## src/rtl/fetch_pkg.sv

```systemverilog
// Shared types and defaults for the instruction fetch controller.
package fetch_pkg;

  localparam int ADDR_W_DEF = 8;
  localparam int DATA_W_DEF = 32;
  localparam logic [ADDR_W_DEF-1:0] RESET_PC_DEF = 8'd0;

  typedef enum logic [1:0] {
    ST_IDLE   = 2'd0,
    ST_RUN    = 2'd1,
    ST_HALTED = 2'd2
  } fetch_state_e;

endpackage

```

## src/rtl/instr_fetch_ctrl.sv

```systemverilog
// Fetch sequencer for a 1-cycle-latency synchronous instruction ROM; owns the PC
// and hands fetched words to decode over a valid/ready handshake.
module instr_fetch_ctrl
  import fetch_pkg::*;
#(
  parameter int ADDR_W = ADDR_W_DEF,
  parameter int DATA_W = DATA_W_DEF,
  parameter logic [ADDR_W-1:0] RESET_PC = ADDR_W'(RESET_PC_DEF)
) (
  input  logic              clock,
  input  logic              reset_n,
  input  logic              start,
  output logic [ADDR_W-1:0] rom_addr,
  output logic              rom_clken,
  input  logic [DATA_W-1:0] rom_q,
  output logic [DATA_W-1:0] instr,
  output logic [ADDR_W-1:0] instr_pc,
  output logic              instr_valid,
  input  logic              instr_ready,
  input  logic              redirect_valid,
  input  logic [ADDR_W-1:0] redirect_pc,
  input  logic              halt,
  output logic              running
);

  localparam logic [ADDR_W-1:0] PC_ONE = ADDR_W'(1);

  fetch_state_e      state_q, state_d;
  logic [ADDR_W-1:0] fetch_pc_q, fetch_pc_d;
  logic [ADDR_W-1:0] instr_pc_q, instr_pc_d;
  logic              instr_valid_q, instr_valid_d;
  logic              issue_s;
  logic [ADDR_W-1:0] issue_addr_s;
  logic              advance_s;

  assign advance_s = !instr_valid_q || instr_ready;

  // Next-state: decide whether a ROM read is issued this cycle and at which address.
  always_comb begin
    state_d       = state_q;
    fetch_pc_d    = fetch_pc_q;
    instr_pc_d    = instr_pc_q;
    instr_valid_d = instr_valid_q;
    issue_s       = 1'b0;
    issue_addr_s  = fetch_pc_q;
    case (state_q)
      ST_IDLE: begin
        instr_valid_d = 1'b0;
        if (start) begin
          issue_s      = 1'b1;
          issue_addr_s = RESET_PC;
        end else begin
          issue_s = 1'b0;
        end
      end
      ST_RUN: begin
        if (redirect_valid) begin
          issue_s      = 1'b1;
          issue_addr_s = redirect_pc;
        end else if (halt) begin
          state_d       = ST_HALTED;
          instr_valid_d = 1'b0;
        end else if (advance_s) begin
          issue_s = 1'b1;
        end else begin
          issue_s = 1'b0;
        end
      end
      ST_HALTED: begin
        instr_valid_d = 1'b0;
        if (redirect_valid) begin
          issue_s      = 1'b1;
          issue_addr_s = redirect_pc;
        end else begin
          issue_s = 1'b0;
        end
      end
      default: begin
        state_d       = ST_IDLE;
        instr_valid_d = 1'b0;
      end
    endcase
    if (issue_s) begin
      state_d       = ST_RUN;
      instr_pc_d    = issue_addr_s;
      fetch_pc_d    = issue_addr_s + PC_ONE;
      instr_valid_d = 1'b1;
    end else begin
      instr_valid_d = instr_valid_d;
    end
  end

  // ROM port: clock enable is suppressed while reset is asserted.
  always_comb begin
    rom_clken = 1'b0;
    rom_addr  = fetch_pc_q;
    if (reset_n && issue_s) begin
      rom_clken = 1'b1;
      rom_addr  = issue_addr_s;
    end else begin
      rom_clken = 1'b0;
      rom_addr  = fetch_pc_q;
    end
  end

  // State and PC registers with synchronous active-low reset.
  always_ff @(posedge clock) begin
    if (!reset_n) begin
      state_q       <= ST_IDLE;
      fetch_pc_q    <= RESET_PC;
      instr_pc_q    <= '0;
      instr_valid_q <= 1'b0;
    end else begin
      state_q       <= state_d;
      fetch_pc_q    <= fetch_pc_d;
      instr_pc_q    <= instr_pc_d;
      instr_valid_q <= instr_valid_d;
    end
  end

  assign instr       = rom_q;
  assign instr_pc    = instr_pc_q;
  assign instr_valid = instr_valid_q;
  assign running     = (state_q == ST_RUN);

endmodule

```

## config.mk

```make
export PLATFORM = sky130hd
export DESIGN_NAME = instr_fetch_ctrl
export DESIGN_NICKNAME = d
export VERILOG_FILES = /design/src/rtl/fetch_pkg.sv /design/src/rtl/instr_fetch_ctrl.sv
export SDC_FILE = /design/constraint.sdc
export NUM_CORES = 1
export LEC_CHECK = 0
export BUFFER_PORTS_ARGS = -buffer_cell sky130_fd_sc_hd__buf_2
export CORE_MARGIN = 8
export CORE_UTILIZATION = 25
export CTS_CLUSTER_SIZE = 28
export DETAILED_ROUTE_END_ITERATION = 8
export SLEW_MARGIN = 10
export SYNTH_ARGS = -nofsm -noshare
export SYNTH_HDL_FRONTEND = slang
export SYNTH_SLANG_ARGS = --single-unit
```

## constraint.sdc

```tcl
create_clock -name clock -period 3.1 [get_ports clock]
set_input_delay 0.31 -clock clock [delete_from_list [all_inputs] [get_ports clock]]
set_output_delay 0.31 -clock clock [all_outputs]
set_load 0.005 [all_outputs]
```

==> Word-level counts from Yosys, hierarchy flattened <==
Cells that the tools add are included.
{ "totals": {"ff_bits": 19, "out_inout_bits": 51} }
{ "classes": {"add_sub_neg": 1, "n_eq_ne": 7, "mux": 19, "n_bitwise": 2, "reduce_logical": 10} }
{ "ops": {"columns": ["op", "count"], "rows": [
  ["2-to-1 mux 8 bit", 3],
  ["case mux 8 bit (2 select lines)", 1],
  ["2-to-1 mux 1 bit", 11],
  ["adder 8 x 1 -> 8 bit, second input constant", 1],
  ["!= test 3 x 2 -> 1 bit, second input constant", 2],
  ["AND reduction 3 bit", 2],
  ["OR reduction 2 bit", 3],
  ["2-to-1 mux 2 bit", 2],
  ["!= test 2 bit, second input constant", 2],
  ["case mux 2 bit (2 select lines)", 1],
  ["case mux 1 bit (3 select lines)", 1],
  ["equality test 2 x 1 -> 1 bit, second input constant", 1],
  ["equality test 2 bit, second input constant", 1],
  ["zero test 2 bit", 1],
  ["!= test 2 x 1 -> 1 bit, second input constant", 1],
  ["inverter 1 bit", 2],
  ["AND reduction 2 bit", 1],
  ["logical AND 1 bit", 1],
  ["zero test 1 bit", 1],
  ["logical OR 1 bit", 1]
]} }

==> Logic depth before layout (Yosys ltp) <==
Gate-level depths: netlist of run 1.
{ "depth": {"ltp_word": 8, "mapped_depth": 11, "mapped_depth_nobuf": 10} }

==> Least setup slack after synthesis of run 1 <==
OpenSTA, ideal clock, no wires.
{ "synth_timing": {"kind": "register to register", "startpoint": "reg state_q[0]", "endpoint": "reg fetch_pc_q[6]", "t_arrival_ns": 2.031, "path_slack_ns": 0.945, "stages_incl_launch_ff": 11, "n_path_buf": 0, "synth_period_minus_slack_ns": 2.155, "cell_sequence": "dfxtp_1 inv_1 ha_1 nor2b_1 o31ai_1 nand2_1 ha_1 a21boi_0 nand4_1 xor2_1 o21ai_0"} }
{ "synth_via": {"elab_chain_cells": 4, "word_cells_on_any_way": 7} }
{ "synth_rtl": {"columns": ["element", "line", "source"], "rows": [
  ["start, declared", "instr_fetch_ctrl.sv:28", "fetch_state_e state_q, state_d;"],
  ["start signal, assigned", "instr_fetch_ctrl.sv:114", "state_q <= state_d;"],
  ["equality test 2 x 1 -> 1 bit / equality test 2 bit (equally long branches)", "instr_fetch_ctrl.sv:46", "case (state_q)"],
  ["OR reduction 2 bit (no source line)", null, null],
  ["case mux 8 bit (2 select lines) (*)", "instr_fetch_ctrl.sv:46", null],
  ["named net issue_addr_s[0]", "instr_fetch_ctrl.sv:33", "logic [ADDR_W-1:0] issue_addr_s;"],
  ["adder 8 x 1 -> 8 bit (*)", "instr_fetch_ctrl.sv:86", "fetch_pc_d = issue_addr_s + PC_ONE;"],
  ["end signal, assigned", "instr_fetch_ctrl.sv:115", "fetch_pc_q <= fetch_pc_d;"],
  ["end, declared", "instr_fetch_ctrl.sv:29", "logic [ADDR_W-1:0] fetch_pc_q, fetch_pc_d;"]
]} }
Mark *: on every way through the listed nets, which the timed path passes. The rest lies on a longest branch.
A chain may end at the register's enable or synchronous reset.

==> Final worst setup path of run 1 <==
{ "layout_timing": {"startpoint": "reg state_q[1]", "endpoint": "out rom_addr[0]"} }
{ "layout_via": {"elab_chain_cells": 4, "word_cells_on_any_way": 8} }
{ "layout_rtl": {"columns": ["element", "line", "source"], "rows": [
  ["equality test 2 x 1 -> 1 bit (tied with other cells)", "instr_fetch_ctrl.sv:46", null],
  ["OR reduction 2 bit (no source line) / case mux 1 bit (3 select lines) (equally long branches)", null, null],
  ["case mux 8 bit (2 select lines) / logical AND 1 bit (equally long branches)", "instr_fetch_ctrl.sv:46, instr_fetch_ctrl.sv:97", null],
  ["2-to-1 mux 8 bit (*)", "instr_fetch_ctrl.sv:97", "if (reset_n && issue_s) begin"],
  ["end, declared", "instr_fetch_ctrl.sv:13", "output logic [ADDR_W-1:0] rom_addr,"]
]} }
Mark *: on every way between the ends. The rest lies on a longest branch, timed or not.

==> impl_metrics.yaml, run 1 <==
critical_path:
  critPathMostFrequentCell: "a31oi_1"
  path_class: "reg -> out"
  cp-start-kind: "flip-flop"
  max_stage_delay_ns: 0.39
  end_kind: "primary output"
  crit_chain: "inv_1 > ha_1 > o21ai_0 > a31oi_1 > nand2_1 > buf_4 > clkinv_1 > a31oi_1 > buf_2"
  cp.required_ns: 2.79
  critPathSlowestCell: "dfxtp_1"
  crit_arrival_ns: 2.38
  r2r_slack_ns: 0.68
  cp_max_fo: 15
  rr_worst_depth: 10
synth:
  synthArstFlopShare: 0
  synthCells: 159
  synth_nets: 210
  synthTopCellsByArea: "dfxtp_1 (30%), buf_4 (19%), nand2_1 (11%)"
  synth_edf_count: 0
  ys.flop_type: "dfxtp_1"
  synth.top_cells.by_count: "nand2_1 (36), buf_4 (32), dfxtp_1 (19)"
  seq_area_frac_synth: 0.2980
  synth-seq-cells: 19
  synth_top_area_cell: "dfxtp_1"
  synth.most_common_cell: "nand2_1"
  avgSynthCellArea_sq_um: 8.027
  yosysWarnings: 0
  ys_types: 33
  syn_area_sq_um: 1276
  synth_top_area_frac: 0.2980
layout:
  areaGrowthSynthToFinish_pct: 3.921
  fillCellCount: 584
  layout.nets: 213
  seq_area_sq_um: 380.4
  multi_input_area_sq_um: 618.1
  drive_gt1_frac: 0.2733
  diodes: 0
clock_network:
  clk_root_buffer_cell: "clkbuf_8"
  cts.htree.levels: 1
  post_cts_resized: 0
  ctsHoldBuffers: 0
  cts_tree: "done"
  clock_latency_ns: 0.26
  clock-sinks: 19
  path_clk_slew_ns: 0.07
  cts_buffers: 3
  cts_setup_buffers: 0
  cts_max_path_buffers: 2
sta:
  clock_skew_ns: 0.009014
  final_hold_viol_count: 0
  finalCritPeriodShare: 0.8668
  rsz0062_at_grt: "no"
  finalCriticalPeriod_ns: 2.687
  fin_setup_tns_ns: 0
  worst_slew_margin_rel: 0.6871
  finalMaxSlewViolations: 0
  setup_viol: 0
  max_freq_mhz: 372.1
  tightestPinTransition_ns: 0.4654
  whs_ns: 0.3372
power_and_ir_drop:
  p_per_area_nw_per_um2: 799.8
  power.leakage_uw: 0.0006299
  max-vdd-ir-drop_mv: 0.3165
flow_run:
  drv_cap: 0
die:
  pin_count: 97
  die-area_sq_um: 7648
  die_y_um: 87.45
  rows: 26
  coreArea_sq_um: 5010
  die_w_um: 87.45
  start_util: 0.2547
detailed_routing:
  via_per_inst: 4.299
  vias: 993
  drt_wl_total_mm: 2.985
  drtPass1Iterations: 4
  wl_per_cell_um: 12.92
  drt_iter0_drc: 41
  ant_nets: 0
  drc_errors: 0
place:
  dpl.hpwl_mm: 2.272
  gp_congestion: 0.8074
  numPortBuffers: 32
hold_path:
  hold_class: "in -> reg"
  hold_depth: 3
grt:
  antenna_found_initial: 0
  first_global_vias: 1030
  grt_max_degree: 17
  grt_pass1_wl_mm: 4.974
  grt_util_all_layers: 0.08398
  grt-ovfl-total: 0
outcome:
  status: "complete, no violations"
per-layer routing:
| layer | track usage | share of wire |
|---|---|---|
| met1 | 0.1084 | 0.51 |
| met2 | 0.1178 | 0.39 |
| met3 | 0.03774 | 0.088 |
| met4 | 0.03125 | 0.012 |
| met5 | 0 | 0 |
cell usage in the layout, fill, tap and decap left out, types with 2 or more instances in the layout:
master    synthesis  routed
buf_2             0      32
o21ai_0          11      11
dfxtp_1          19      19
or3_1             2       2
a22o_1            9       9
nand2_1          36      36
inv_1             2       2
clkbuf_8          0       3
a31oi_1           4       4
xor2_1            4       4
nor2b_1           2       2
o31ai_1           4       4
nor2_1            5       5
ha_1              5       5
nand2b_1          2       2
buf_4            32       3
layout make-up:
class	instances	share of cell area
multi-input cells	100	0.4660
inverters	3	0.008491
clock buffers	3	0.03113
repair buffers	35	0.1377
clock inverters	1	0.003774
well taps	70	0.06604
flip-flops and latches	19	0.2868
flip-flops by register name (all words and copies together), names as in the netlist:
| signal | flops |
|---|---|
| state_q | 2 |
| fetch_pc_q | 8 |
| instr_pc | 8 |
| instr_valid | 1 |
critical path: cells and delay by family (launching register included):
family | cells | cell delay [ns]
buffers and inverters | 4 | 0.78
DFF | 1 | 0.39
adders and majority gates | 1 | 0.25
and+or+nand+nor | 1 | 0.08
AOI/OAI and AO/OA | 3 | 0.61
final timing paths:
check	startpoint	endpoint
worst min-delay path	reset_n	state_q[0]
worst max register to register	state_q[1]	fetch_pc_q[6]
worst min register to register	instr_pc[4]	instr_pc[4]
worst max-delay path	state_q[1]	rom_addr[0]
metrics by stage:
stage	setup slack, ns	utilization	power [uW]	cell area [sq um]	instances
floorplan	0.9452	-	740.7	1276	159
global placement	0.6984	0.2555	889.3	1280	227
detailed placement	0.6877	0.2555	888.7	1280	227
CTS	0.3970	0.2647	1075	1326	231
global route	0.1488	0.2647	1167	1326	231
finish	0.4128	0.2647	1061	1326	231
where the power goes:
part	switching (uW)	internal, uW
combinational	320	213
sequential	42.5	306
clock	89.4	89.6
total	452	609
cell families (layout without fill, tap and decap cells):
logic type,Yosys count,after routing,share of synthesized area
and+or+nand+nor,56,56,0.2069
DFF,19,19,0.2980
adders and majority gates,5,5,0.04902
buffers and inverters,40,42,0.2176
xor gates and xnor gates,4,4,0.02745
AOI/OAI and AO/OA,35,35,0.2010
Power figures use the tool's default switching activity.
==> run 2: changes to the inputs <==
--- a/config.mk
+++ b/config.mk
@@ -7,9 +7,10 @@
 export LEC_CHECK = 0
 export BUFFER_PORTS_ARGS = -buffer_cell sky130_fd_sc_hd__buf_2
 export CORE_MARGIN = 8
-export CORE_UTILIZATION = 25
+export CORE_UTILIZATION = 40
 export CTS_CLUSTER_SIZE = 28
 export DETAILED_ROUTE_END_ITERATION = 8
+export PLACE_DENSITY = 0.8
 export SLEW_MARGIN = 10
 export SYNTH_ARGS = -nofsm -noshare
 export SYNTH_HDL_FRONTEND = slang
==> impl_metrics.yaml, run 2 (synthesis results as in run 1) <==
layout:
  fillCellCount: 339
  areaGrowthSynthToFinish_pct: -0.09826
  layout.nets: 213
  layout_commonest_cell: "nand2_1"
  drive_gt1_frac: 0.2733
  final_cell_mix: "nand2_1 (36), buf_2 (32), dfxtp_1 (19)"
  diodes: 0
detailed_routing:
  drt_wl_total_mm: 2.884
  ant_nets: 0
  drc_errors: 0
  drtPass1Iterations: 4
  wl_per_cell_um: 14.07
  vias: 1000
  via_per_inst: 4.878
  drt_iter0_drc: 66
grt:
  use_met3: 0.05785
  grt_util_all_layers: 0.1131
  grt_pass1_wl_mm: 4.774
  antenna_found_initial: 0
  first_global_vias: 985
  grtUsageMet1: 0.1339
  grt-ovfl-total: 0
  use_met2: 0.1685
  grt_max_degree: 15
  grt_busiest_layer: "met2"
critical_path:
  crit_arrival_ns: 2.24
  cp.required_ns: 2.79
  cp-start-kind: "flip-flop"
  path_class: "reg -> out"
  cp_max_fo: 4
  end_kind: "primary output"
power_and_ir_drop:
  p_per_area_nw_per_um2: 793.1
  max-vdd-ir-drop_mv: 0.2074
  comb_power_share: 0.524
  power.switching_uw: 443.4
  clock_power_share: 0.128
  p_sw_frac: 0.4385
  power.leakage_uw: 0.0006221
  p_int_uw: 567.7
  seqPwrFrac: 0.348
sta:
  worst_slew_margin_rel: 0.6103
  finalCritPeriodShare: 0.8229
  fin_setup_tns_ns: 0
  final_hold_viol_count: 0
  fin_ws_ns: 0.5490
  rsz0062_at_grt: "no"
  setup_viol: 0
  tightestPinTransition_ns: 0.5834
  max_freq_mhz: 392.0
  finalMaxSlewViolations: 0
  finalCriticalPeriod_ns: 2.551
  clock_skew_ns: 0.001103
clock_network:
  path_clk_slew_ns: 0.11
  post_cts_resized: 0
  clk_root_buffer_cell: "clkbuf_4"
  cts_buffers: 3
  cts_setup_buffers: 0
  cts.htree.levels: 1
  clock_latency_ns: 0.30
  cts_max_path_buffers: 2
  ctsHoldBuffers: 0
  clock-sinks: 19
  cts_tree: "done"
die:
  pin_count: 97
  die_y_um: 72.49
  start_util: 0.4180
  die-area_sq_um: 5254
  rows: 20
  die_w_um: 72.49
  coreArea_sq_um: 3053
place:
  dpl.hpwl_mm: 2.254
  numPortBuffers: 32
  gp_congestion: 0.8506
  post-place-ws_ns: 0.6786
flow_run:
  drv_cap: 0
outcome:
  status: "complete, no violations"
hold_path:
  hold_class: "in -> reg"
==> run 2: metrics by stage <==
stage | power (uW) | area, sq um | hold slack [ns] | cells | utilization
2_1_floorplan | 740.7 | 1276 | 0.4388 | 159 | -
3_3_place_gp | 878.6 | 1247 | 0.4311 | 201 | 0.4086
3_5_place_dp | 888.1 | 1247 | 0.4369 | 201 | 0.4086
4_1_cts | 1015 | 1275 | 0.2900 | 205 | 0.4176
5_1_grt | 1105 | 1275 | 0.3037 | 205 | 0.4176
6_report | 1011 | 1275 | 0.2943 | 205 | 0.4176
==> run 2: final cells by class <==
cell class,instances,area [sq um],share of cell area
Clock buffer,3,22.52,0.01766
Multi-Input combinational cell,100,618.1,0.4848
Tap cell,44,55.05,0.04318
Clock inverter,1,5.005,0.003925
Timing Repair Buffer,35,182.7,0.1433
Sequential cell,19,380.4,0.2983
Inverter,3,11.26,0.008832
==> run 2: path summary, 6_finish.rpt <==
| check | from | to | slack (ns) | cells past startpoint |
|---|---|---|---|---|
| min | reset_n | state_q[0] | 0.29 | 3 |
| min reg2reg | instr_pc[5] | instr_pc[5] | 0.45 | 2 |
| max reg2reg | state_q[1] | fetch_pc_q[6] | 0.66 | 10 |
| max | state_q[0] | rom_addr[4] | 0.55 | 8 |
==> run 2: critical path: stages, from the launching register on <==
cell     delay, ns
dfxtp_1       0.39
inv_1         0.08
ha_1          0.32
nor2b_1       0.17
or3_1         0.41
a22o_1        0.28
nand2_1       0.11
nand2_1       0.05
buf_2         0.12
==> run 2: per-layer routing <==
layer | wire (um) | vias up
li1 | - | 522
met1 | 1273 | 434
met2 | 1251 | 36
met3 | 322 | 8
met4 | 36 | 0
met5 | 0 | -
==> run 2: power groups by stage <==
| stage | clock network (uW) | registers [uW] | logic (uW) |
|---|---|---|---|
| finish | 129 | 352 | 530 |
| floorplan | 0 | 350 | 391 |
| CTS | 131 | 352 | 533 |
| detailed placement | 0 | 358 | 530 |
| global route | 144 | 359 | 602 |
| global placement | 0 | 353 | 526 |
